[config.mk]
export PLATFORM = sky130hd
export DESIGN_NAME = secret_file_loader
export DESIGN_NICKNAME = d
export VERILOG_FILES = /design/src/rtl/secret_pkg.sv /design/src/rtl/secret_word_buf.sv /design/src/rtl/secret_file_loader.sv
export SDC_FILE = /design/constraint.sdc
export NUM_CORES = 1
export LEC_CHECK = 0
export ABC_AREA = 1
export CORE_ASPECT_RATIO = 1.5
export CORE_MARGIN = 2
export CORE_UTILIZATION = 40
export DETAILED_ROUTE_END_ITERATION = 8
export HOLD_SLACK_MARGIN = 0.12
export MAX_ROUTING_LAYER = met4
export PLACE_DENSITY_LB_ADDON = 0.08
export SKIP_CTS_REPAIR_TIMING = 1
export SLEW_MARGIN = 20
export SYNTH_ARGS = -nofsm -noshare
export SYNTH_HDL_FRONTEND = slang
export SYNTH_SLANG_ARGS = --single-unit
[constraint.sdc]
create_clock -name clk -period 2.6 [get_ports clk]
set_clock_uncertainty 0.1 [all_clocks]
set_input_delay 0.52 -clock clk [delete_from_list [all_inputs] [get_ports clk]]
set_output_delay 0.52 -clock clk [all_outputs]
set_load 0.05 [all_outputs]
[src/rtl/secret_pkg.sv]
// Shared constants, state encoding and character encoder for the secret-file loader.
package secret_pkg;

    localparam int unsigned DEFAULT_WORD_COUNT = 20;
    localparam int unsigned WORD_W             = 7;

    localparam logic [WORD_W-1:0] PLAY_CMD     = 7'h7F;
    localparam logic [WORD_W-1:0] SPACE_WORD   = 7'h40;
    localparam logic [WORD_W-1:0] UNKNOWN_WORD = 7'h5F;

    typedef enum logic [1:0] {
        IDLE   = 2'd0,
        STREAM = 2'd1,
        PLAY   = 2'd2
    } state_t;

    // Map one input byte to a display word; never produces PLAY_CMD.
    function automatic logic [WORD_W-1:0] ascii_to_word(input logic [7:0] in_data,
                                                        input logic       in_raw);
        logic [7:0] diff;
        diff = 8'h00;
        if (in_raw) begin
            return {1'b0, in_data[5:0]};
        end else if (in_data >= 8'h20 && in_data <= 8'h5E) begin
            diff = in_data - 8'h20;
            return {1'b1, diff[5:0]};
        end else if (in_data >= 8'h61 && in_data <= 8'h7A) begin
            diff = in_data - 8'h40;
            return {1'b1, diff[5:0]};
        end
        return UNKNOWN_WORD;
    endfunction

endpackage

[src/rtl/secret_word_buf.sv]
// Message word store: sequential writes at the fill count, indexed read, bulk clear.
module secret_word_buf
    import secret_pkg::*;
#(
    parameter int unsigned WORD_COUNT = DEFAULT_WORD_COUNT,
    localparam int unsigned CNT_W     = $clog2(WORD_COUNT + 1)
) (
    input  logic              clk,
    input  logic              rst,
    input  logic              wr_en,
    input  logic [WORD_W-1:0] wr_data,
    input  logic              clear,
    input  logic [CNT_W-1:0]  rd_idx,
    output logic [WORD_W-1:0] rd_word_c,
    output logic [CNT_W-1:0]  count
);

    logic [WORD_W-1:0] mem [WORD_COUNT];
    logic              do_write;

    assign do_write = wr_en && !clear && (count < CNT_W'(WORD_COUNT));

    // Store the incoming word at the current fill position.
    always_ff @(posedge clk) begin
        for (int i = 0; i < int'(WORD_COUNT); i++) begin
            if (do_write && count == CNT_W'(i)) begin
                mem[i] <= wr_data;
            end
        end
    end

    // Fill count; reset and clear discard the message.
    always_ff @(posedge clk) begin
        if (rst || clear) begin
            count <= '0;
        end else if (do_write) begin
            count <= count + CNT_W'(1);
        end
    end

    // Indexed read; out-of-range indices return zero.
    always_comb begin
        rd_word_c = '0;
        for (int i = 0; i < int'(WORD_COUNT); i++) begin
            if (rd_idx == CNT_W'(i)) begin
                rd_word_c = mem[i];
            end
        end
    end

endmodule

[src/rtl/secret_file_loader.sv]
// Encodes a host message into display words, streams it onto the display bus, then holds play.
module secret_file_loader
    import secret_pkg::*;
#(
    parameter int unsigned WORD_COUNT = DEFAULT_WORD_COUNT
) (
    input  logic              clk,
    input  logic              rst,
    input  logic [7:0]        in_data,
    input  logic              in_raw,
    input  logic              in_valid,
    output logic              in_ready,
    input  logic              send,
    output logic [WORD_W-1:0] dout,
    output logic              busy,
    output logic              playing
);

    localparam int unsigned CNT_W = $clog2(WORD_COUNT + 1);

    state_t             state, state_d;
    logic [CNT_W-1:0]   idx, idx_d;
    logic [CNT_W-1:0]   count, cnt_next;
    logic [WORD_W-1:0]  rd_word_c, word_c, wr_word;
    logic [WORD_W-1:0]  dout_d;
    logic               busy_d, playing_d, in_ready_d;
    logic               wr_en, buf_clear;

    assign wr_en   = in_valid && in_ready;
    assign wr_word = ascii_to_word(in_data, in_raw);

    secret_word_buf #(
        .WORD_COUNT (WORD_COUNT)
    ) u_buf (
        .clk       (clk),
        .rst       (rst),
        .wr_en     (wr_en),
        .wr_data   (wr_word),
        .clear     (buf_clear),
        .rd_idx    (idx),
        .rd_word_c (rd_word_c),
        .count     (count)
    );

    // Positions past the stored message are padded with spaces.
    assign word_c = (idx < count) ? rd_word_c : SPACE_WORD;

    // State and stream index registers.
    always_ff @(posedge clk) begin
        if (rst) begin
            state <= IDLE;
            idx   <= '0;
        end else begin
            state <= state_d;
            idx   <= idx_d;
        end
    end

    // Next-state and next-output decode.
    always_comb begin
        state_d   = state;
        idx_d     = idx;
        dout_d    = PLAY_CMD;
        busy_d    = 1'b0;
        buf_clear = 1'b0;
        unique case (state)
            IDLE, PLAY: begin
                if (send) begin
                    state_d = STREAM;
                    idx_d   = '0;
                end
            end
            STREAM: begin
                if (idx == CNT_W'(WORD_COUNT)) begin
                    state_d   = PLAY;
                    buf_clear = 1'b1;
                end else begin
                    dout_d = word_c;
                    busy_d = 1'b1;
                    idx_d  = idx + CNT_W'(1);
                end
            end
            default: begin
                state_d = IDLE;
            end
        endcase
        playing_d = (state_d == PLAY);
        if (buf_clear) begin
            cnt_next = '0;
        end else if (wr_en) begin
            cnt_next = count + CNT_W'(1);
        end else begin
            cnt_next = count;
        end
        in_ready_d = (state_d != STREAM) && (cnt_next < CNT_W'(WORD_COUNT));
    end

    // Registered outputs toward host and display.
    always_ff @(posedge clk) begin
        if (rst) begin
            dout     <= PLAY_CMD;
            busy     <= 1'b0;
            playing  <= 1'b0;
            in_ready <= 1'b1;
        end else begin
            dout     <= dout_d;
            busy     <= busy_d;
            playing  <= playing_d;
            in_ready <= in_ready_d;
        end
    end

endmodule

==> impl_metrics.csv, run 1 <==
group,metric,value,unit
finish,fin_util,52.7,%
sta,finalMaxSlewViolations,0,
flow_run,drv_cap,0,
route,drt_iter0_markers,292,
worst_setup_path,worst-endpoint-arrival,2.92,ns
worst_setup_path,crit_path_end_kind,"flip-flop",
yosys,syn-num-nets,762,
hold_path,hold_class,"reg -> reg",
global_routing,grt_pass1_wl,28200,um
run_status,outcome,"finished with violations",
route,vias,5353,
sta,period_needed,2.68,ns
worst_setup_path,slowest_delay,0.38,ns
finish,area_growth,29.4,%
route,ant_nets,0,
floorplanning,dieArea,19300,um^2
sta,hold_violations,0,
floorplanning,ios,23,
sta,fmax,0.373,GHz
place,gp_congestion,0.893,
route,via_per_inst,4.89,
power,p_total,6.15,mW
global_routing,grt_pass1_vias,5355,
yosys,yosysSeqAreaShare,63.8,%
sta,post-route-period-util,103,%
floorplanning,coreArea,17900,um^2
cts,cts_tree,"done",
route,drt-total-wl,18400,um
yosys,netlist_area,7280,um^2
run_status,violations,"negative setup slack",
global_routing,track_usage,20.4,%
sta,relSlewSlack,62.5,%
global_routing,grt_max_degree,21,
yosys,syn-mean-instance-area,9.90,um^2
yosys,synth_area_leaders,"edfxtp_1, nand2_1, dfxtp_1",
finish,finalInstanceArea,9420,um^2
floorplanning,rows,60,
finish,antennaDiodeCount,0,
sta,setup_tns,-0.173,ns
route,avgRoutedWirePerCell,16.8,um
sta,setup_viol,4,
cts,clkTransAtPathRegs,0.07,ns
sta,worstMarginPinSlew,0.561,ns
yosys,synth_warnings,0,
cts,cts.sinks,162,
finish,fin_nets,892,
worst_setup_path,crit_slowest_cell,"dfxtp_4",
cts,cts-root-buf,"clkbuf_16",
worst_setup_path,worstSetupPathType,"reg -> reg",
cts,h-tree-depth,4,
sta,grt_setup_unrepaired,"yes",
yosys,synth_seq_cells,162,
finish,drive_above_1_share,24.4,%
worst_setup_path,cp_max_fo,6,
global_routing,grt_remaining_overflow,0,
sta,layout_setup_ws,-0.0783,ns
yosys,netlist_instances,735,
place,port-buffer-count,22,
finish,fillCellCount,1624,
power,ir_drop,0.000410,V
worst_setup_path,cpMostUsedCell,"nand2_1",
sta,whs,0.381,ns
global_routing,antenna_found_initial,0,
cts,clock_latency,0.44,ns
cts,clk_path_buf_depth,2,
place,placed_area,8400,um^2
worst_setup_path,crit_chain,"inv_4 > ha_4 > nand2_4 > buf_6 > nand3_2 > nand3_2 > o211ai_1 > nand3_1 > nand2_1 > nand3_2 > nand2_2 > nand3_2 > nand2_2 > nand2_2 > nand3_2 > nand2_2 > o21bai_1 > nand3_1 > nand3_1 > nand2_1 > nand2_1 > nand2_1 > nand2_1 > nand2_1",
floorplanning,die_y,169,um
route,drc,0,
yosys,yosysTopAreaCell,"edfxtp_1",
power,cellLeakagePower,3.78,nW
hold_path,hold_depth,2,
route,drt_pass1_iterations,5,
place,dp_hpwl,13100,um
worst_setup_path,r2r_cells,24,
cts,cts_made_buffers,17,
yosys,synth_top_area_share,57.8,%
power,power_density,653,nW/um^2
yosys,synth.distinct_cells,38,
floorplanning,die_w,114,um
floorplanning,initial_utilization,40.7,%
worst_setup_path,cp_data_required_time,2.84,ns
worst_setup_path,start_kind,"flip-flop",
path summary, 6_finish.rpt:
kind                              startpoint            endpoint  slack, ns
setup / recovery         idx[1]$_SDFFE_PP0P_  dout[2]$_SDFF_PP1_      -0.08
setup reg to reg         idx[1]$_SDFFE_PP0P_  dout[2]$_SDFF_PP1_      -0.08
hold / removal    u_buf.mem[4][27]$_DFFE_PP_  dout[6]$_SDFF_PP1_       0.38
hold reg to reg   u_buf.mem[4][27]$_DFFE_PP_  dout[6]$_SDFF_PP1_       0.38
cells in the mapped netlist:
| library cell | number |
|---|---|
| or2_1 | 2 |
| nor2_2 | 5 |
| edfxtp_1 | 140 |
| buf_2 | 1 |
| o21ai_1 | 5 |
| xor2_1 | 2 |
| o211ai_1 | 5 |
| nand3_2 | 1 |
| o21a_1 | 2 |
| nand2_1 | 202 |
| inv_1 | 103 |
| dfxtp_1 | 22 |
| buf_6 | 1 |
| a21oi_1 | 14 |
| clkbuf_1 | 6 |
| nand3_1 | 63 |
| or2_2 | 14 |
| o21bai_1 | 1 |
| nand3b_1 | 2 |
| a2111oi_0 | 1 |
| ha_1 | 14 |
| a21boi_0 | 1 |
| o22ai_1 | 1 |
| nor2_4 | 3 |
| nor4_1 | 2 |
| o221ai_1 | 1 |
| nor3_1 | 1 |
| nand4_1 | 6 |
| nand2_2 | 2 |
| buf_4 | 1 |
| nand2_4 | 1 |
| o31ai_1 | 2 |
| clkinv_1 | 1 |
| or2_0 | 3 |
| inv_2 | 7 |
| nor2_1 | 58 |
| o21ai_0 | 38 |
| inv_4 | 1 |
through the flow:
| step | setup WS (ns) | instances |
|---|---|---|
| final | -0.0783 | 1095 |
| after global routing | -0.297 | 1095 |
| after CTS | -0.489 | 1079 |
| after detailed placement | -0.449 | 1047 |
| after global placement | -0.464 | 1047 |
| after floorplan | 0.195 | 735 |
cells in the final DEF, fill, tap and decap left out, types with 18 or more instances in the layout:
master / instances
nand2_1: 186
edfxtp_1: 140
inv_1: 97
buf_4: 87
nor2_1: 55
nand3_1: 47
o21ai_0: 36
clkdlybuf4s50_1: 22
clkbuf_16: 20
dfxtp_1: 18
flip-flops by register name, summed over array words and instances (netlist names):
register,flops
dout,7
idx,5
in_ready,1
u_buf.mem,140
playing,1
busy,1
u_buf.count,5
state,2
worst max-delay path: cells and delay by family, from the launching register on:
| family | cells | cell delay [ns] |
|---|---|---|
| compound gates | 2 | 0.30 |
| fa+ha+maj | 1 | 0.15 |
| buf+inv | 2 | 0.21 |
| flops | 1 | 0.38 |
| simple gates | 19 | 1.43 |
routing by layer:
| metal | wire [um] | track usage [%] | share of wire (%) |
|---|---|---|---|
| met1 | 7040 | 21.4 | 38 |
| met4 | 741 | 10.9 | 4.0 |
| met2 | 10200 | 36.2 | 55 |
| met5 | 0 | - | 0 |
| met3 | 405 | 3.61 | 2.2 |
report_power, final:
part           total [mW]  switching [mW]  internal [mW]
registers            2.92          0.0308           2.89
clock network        2.60            1.08           1.52
logic               0.632           0.391          0.241
total                6.15            1.50           4.65
cell families after synthesis:
group                    synth area share [%]
AND/OR/NAND/NOR                          21.7
flip-flops                               63.8
buffers and inverters                    6.45
AO/OA/AOI/OAI                            5.38
adder cells (fa/ha/maj)                  2.41
XOR/XNOR                                0.241
cell type report:
class | count | area (um^2) | share of cell area, %
inverter | 112 | 435 | 4.62
tap | 217 | 272 | 2.88
clock buffer | 20 | 500 | 5.32
multi-input combinational | 453 | 2400 | 25.5
sequential | 162 | 4650 | 49.4
timing repair buffer | 119 | 1030 | 10.9
clock inverter | 12 | 126 | 1.34
Power figures use the tool's default switching activity.
==> run 2: changes to the inputs <==
CTS_CLUSTER_DIAMETER = 150   (was unset)
PLACE_DENSITY = 0.61   (was unset)
PLACE_DENSITY_LB_ADDON = unset   (was 0.08)
==> run 2 against run 1 <==
The flow still finishes with violations (negative setup slack); largest power group unchanged; fmax is 0.50% lower; flip-flop and latch count stayed put; die area stayed put; power is 1.7% lower; critical path type unchanged; global-route usage is 2.1 points lower; sequential power hardly changed; largest cell class unchanged; utilization is 1.2 points lower; first-iteration DRC count is 13% lower; register-to-register slack hardly changed.
==> impl_metrics.csv, run 2 (same netlist as run 1, synthesis figures left out) <==
group,metric,value,unit
worst_setup_path,cp_max_fo,5,
sta,setup_viol,4,
run_status,violations,"negative setup slack",
route,avgRoutedWirePerCell,15.4,um
place,port-buffer-count,22,
floorplanning,ios,23,
hold_path,hold_class,"reg -> reg",
finish,reg.largest.list,"u_buf.mem: 140 flops, dout: 7 flops",
place,dp.cells,1037,
cts,clock_latency,0.42,ns
power,cellLeakagePower,3.67,nW
finish,top_register,"u_buf.mem",
worst_setup_path,start_kind,"flip-flop",
run_status,outcome,"finished with violations",
cts,cts_tree,"done",
sta,hold_violations,0,
route,vias,5203,
cts,cts-root-buf,"clkbuf_16",
sta,worstMarginPinSlew,0.533,ns
finish,fin_cells,1078,
floorplanning,initial_utilization,40.7,%
global_routing,grt_remaining_overflow,0,
route,drt-total-wl,16600,um
finish,fin_nets,875,
route,drt_pass1_iterations,4,
global_routing,grt.busiest_layer,"met2",
power,ir_drop,0.000439,V
worst_setup_path,r2r_cells,25,
route,drt_iter0_markers,255,
global_routing,track_usage,18.3,%
global_routing,grt_max_degree,21,
cts,cts.sinks,162,
worst_setup_path,worstSetupPathType,"reg -> reg",
finish,fillCellCount,1615,
worst_setup_path,worst-endpoint-arrival,2.90,ns
sta,grt_setup_unrepaired,"yes",
place,gp_congestion,0.905,
floorplanning,rows,60,
place,place_ws,-0.265,ns
finish,antennaDiodeCount,0,
sta,post-route-period-util,104,%
finish,largest_reg_flops,140,
cts,clkTransAtPathRegs,0.06,ns
finish,drive_above_1_share,21.8,%
floorplanning,die_w,114,um
global_routing,grtUsageMet1,20.8,%
floorplanning,coreArea,17900,um^2
global_routing,globalRouteMet2Util,32.6,%
floorplanning,dieArea,19300,um^2
route,ant_nets,0,
finish,mostFrequentLayoutCells,"nand2_1, edfxtp_1, inv_1, buf_4, nor2_1",
sta,layout_setup_ws,-0.0917,ns
finish,final_common_cell,"nand2_1",
global_routing,grt_pass1_wl,26000,um
floorplanning,die_y,169,um
worst_setup_path,cp_data_required_time,2.81,ns
place,dp_hpwl,11700,um
finish,area_growth,26.5,%
route,via_per_inst,4.83,
flow_run,drv_cap,0,
sta,finalMaxSlewViolations,0,
sta,period_needed,2.69,ns
cts,h-tree-depth,4,
cts,cts_made_buffers,17,
power,power_density,657,nW/um^2
global_routing,grtUsageMet3,2.93,%
route,drc,0,
sta,relSlewSlack,64.4,%
global_routing,antenna_found_initial,0,
worst_setup_path,crit_path_end_kind,"flip-flop",
hold_path,hold_depth,2,
global_routing,grt_pass1_vias,5084,
cts,clk_path_buf_depth,2,
sta,fmax,0.372,GHz
==> run 2: cell types whose count changed in the layout (fill, tap and decap cells not counted), sizes merged <==
cell    previous run  this run
bufinv             1         2
clkbuf            20        17
buf               97        80
clkinv             4         6
==> run 2: path summary, 6_finish.rpt <==
check                                                start                  to  slack [ns]
worst max-delay path                   idx[0]$_SDFFE_PP0P_  dout[2]$_SDFF_PP1_       -0.09
worst min-delay path            u_buf.mem[4][27]$_DFFE_PP_  dout[6]$_SDFF_PP1_        0.40
worst max register to register         idx[0]$_SDFFE_PP0P_  dout[2]$_SDFF_PP1_       -0.09
worst min register to register  u_buf.mem[4][27]$_DFFE_PP_  dout[6]$_SDFF_PP1_        0.40
==> run 2: area by class of cell <==
cell class / instances / area (um^2) / area share, %
clock buffers: 17 / 425 / 4.62
clock inverters: 15 / 170 / 1.85
inverters: 112 / 435 / 4.73
multi-input cells: 453 / 2370 / 25.7
flip-flops and latches: 162 / 4660 / 50.6
well taps: 217 / 272 / 2.95
repair buffers: 102 / 878 / 9.54
==> run 2: where the power goes <==
group | switching, mW | internal (mW) | total [mW]
clock | 1.07 | 1.45 | 2.51
combinational | 0.386 | 0.228 | 0.613
sequential | 0.0284 | 2.89 | 2.92
==> run 2: routing by layer <==
layer	share of wire [%]	up-vias	wire, um
met5	0	-	0
met4	1.7	0	281
met3	2.7	18	453
met2	54	86	9060
met1	41	2436	6850
li1	-	2663	-
==> run 2: per-stage QoR <==
step / utilization [%] / setup TNS [ns] / total power, mW / instance area (um^2) / hold slack (ns)
after floorplan: - / 0 / 3.29 / 7280 / 0.329
after global placement: 46.5 / -1.35 / 3.54 / 8310 / 0.374
after global routing: 51.5 / -1.89 / 6.26 / 9200 / 0.434
after detailed placement: 46.5 / -1.96 / 3.55 / 8310 / 0.366
final: 51.5 / -0.228 / 6.04 / 9200 / 0.396
after CTS: 49.9 / -1.60 / 6.05 / 8910 / 0.389
==> run 2: critical path, cell delays in order (launching register included) <==
cell and delay [ns]:
dfxtp_4 0.40, inv_4 0.07, ha_4 0.17, nand2_4 0.09, nor2_4 0.05, buf_4 0.14
nand3_1 0.09, nand3_1 0.08, o211ai_1 0.10, nand3_1 0.12, nand2_2 0.08, nand3_2 0.06
nand2_2 0.08, nand3_2 0.06, nand2_1 0.06, nand2_1 0.06, nand3_1 0.08, nand2_1 0.09
o21bai_1 0.16, nand3_1 0.09, nand3_1 0.11, nand2_1 0.06, nand2_1 0.05, nand2_1 0.04
nand2_1 0.05, nand2_1 0.04
==> run 3: changes to the inputs <==
GPL_TIMING_DRIVEN = 0   (was unset)
==> run 3 against run 2 <==
The run still ends with negative setup slack left; power fell by 2.0%; wire length is 6.2% lower; first-iteration DRC count up 43%; global-route usage down 0.82 points; utilization fell by 1.7 points; critical path type is now in -> reg; critical endpoint is now u_buf.mem[3][26]$_DFFE_PP_; largest power group unchanged.
==> impl_metrics.csv, run 3 (same netlist as run 1, synthesis figures left out) <==
group,metric,value,unit
run_status,outcome,"finished with violations",
run_status,violations,"negative setup slack",
cts,cts_made_buffers,17,
sta,period_needed,2.77,ns
sta,layout_setup_ws,-0.165,ns
flow_run,drv_cap,0,
route,vias,4856,
finish,finalInstanceArea,8900,um^2
cts,cts.sinks,162,
floorplanning,ios,23,
global_routing,grt_remaining_overflow,0,
power,power_frac_clock,40.4,%
power,ir_drop,0.000450,V
finish,largest_reg_flops,140,
place,gp_congestion,0.887,
floorplanning,die_y,169,um
power,internal_power,4.50,mW
global_routing,grt_pass1_wl,24900,um
route,drc,0,
finish,fillCellCount,1610,
finish,final_common_cell,"nand2_1",
global_routing,grt.busiest_layer,"met2",
finish,mostFrequentLayoutCells,"nand2_1, edfxtp_1, inv_1, nand3_1, nor2_1",
power,p_total,5.92,mW
place,dp_hpwl,10600,um
sta,whs,0.383,ns
global_routing,track_usage,17.5,%
sta,worstMarginPinSlew,0.867,ns
floorplanning,die_w,114,um
sta,setup_tns,-3.83,ns
finish,fin_nets,819,
place,place_ws,-0.637,ns
power,power_density,665,nW/um^2
worst_setup_path,cp_data_required_time,2.55,ns
global_routing,grtUsageMet3,3.07,%
global_routing,globalRouteMet2Util,31.8,%
worst_setup_path,worst-endpoint-arrival,2.72,ns
sta,grt_setup_unrepaired,"yes",
finish,fin_cells,1022,
route,drt_pass1_iterations,4,
route,via_per_inst,4.75,
cts,clock_latency,0.42,ns
route,avgRoutedWirePerCell,15.3,um
global_routing,grt_max_degree,22,
worst_setup_path,crit_path_end_kind,"flip-flop",
sta,hold_violations,0,
sta,finalMaxSlewViolations,0,
power,switching_share,23.9,%
finish,fin_util,49.8,%
cts,h-tree-depth,4,
floorplanning,dieArea,19300,um^2
cts,cts-root-buf,"clkbuf_16",
cts,clkTransAtPathRegs,0.06,ns
sta,relSlewSlack,41.7,%
power,cellLeakagePower,3.37,nW
finish,top_register,"u_buf.mem",
finish,drive_above_1_share,20.6,%
cts,cts_tree,"done",
global_routing,grtUsageMet1,19.0,%
worst_setup_path,start_kind,"input pin",
power,pwr-share-comb,10.4,%
place,dp.cells,973,
finish,antennaDiodeCount,0,
finish,area_growth,22.4,%
global_routing,antenna_found_initial,0,
finish,reg.largest.list,"u_buf.mem: 140 flops, dout: 7 flops",
route,drt-total-wl,15600,um
worst_setup_path,worstSetupPathType,"in -> reg",
place,placed_area,7760,um^2
floorplanning,rows,60,
route,drt_iter0_markers,364,
cts,clk_path_buf_depth,2,
power,seq_power_share,49.2,%
power,net-switching-power,1.42,mW
sta,fmax,0.362,GHz
worst_setup_path,cp_max_fo,10,
route,ant_nets,0,
place,port-buffer-count,21,
floorplanning,coreArea,17900,um^2
sta,post-route-period-util,106,%
sta,setup_viol,53,
global_routing,grt_pass1_vias,4820,
floorplanning,initial_utilization,40.7,%
hold_path,hold_class,"reg -> reg",
-- run 3: cell count changes in the layout (fill, tap and decap cells not counted), sizes merged --
cell,previous run,this run
nand3,65,64
clkinvlp,0,5
inv,119,112
clkdlybuf4s50,22,21
clkinv,6,8
buf,80,19
clkbuf,17,24
-- run 3: final timing paths --
check | startpoint | depth (start not counted) | slack, ns | end
max | in_data[4] | 8 | -0.17 | u_buf.mem[3][26]$_DFFE_PP_
min | u_buf.mem[4][27]$_DFFE_PP_ | 2 | 0.38 | dout[6]$_SDFF_PP1_
max reg2reg | idx[0]$_SDFFE_PP0P_ | 25 | -0.04 | dout[3]$_SDFF_PP1_
min reg2reg | u_buf.mem[4][27]$_DFFE_PP_ | 2 | 0.38 | dout[6]$_SDFF_PP1_
-- run 3: layout make-up --
type	count	area [um^2]	area share (%)
buffer	9	50.0	0.562
clock buffer	18	429	4.82
clock inverter	14	136	1.53
inverter	112	442	4.96
multi-input combinational	452	2560	28.7
sequential	162	4660	52.3
tap	217	272	3.05
timing repair buffer	37	348	3.91
timing repair inverter	1	7.51	0.0843
-- run 3: metal layers --
layer	up-vias	wire, um
met5	-	0
met4	0	301
met3	23	355
met2	72	8720
met1	2216	6230
li1	2545	-
-- run 3: power groups by stage --
stage	Combinational [mW]	Clock, mW	Sequential [mW]
floorplan	0.296	0	3.00
global placement	0.502	0	2.97
detailed placement	0.511	0	2.97
CTS	0.513	2.42	2.92
global route	0.692	2.54	2.92
finish	0.618	2.39	2.91
-- run 3: critical path: stages --
cell and delay [ns]:
clkdlybuf4s50_1 0.47, inv_1 0.07, nor4_1 0.32, a2111oi_0 0.16, inv_1 0.10, nand4_1 0.24, o221ai_1 0.34, clkinvlp_4 0.49
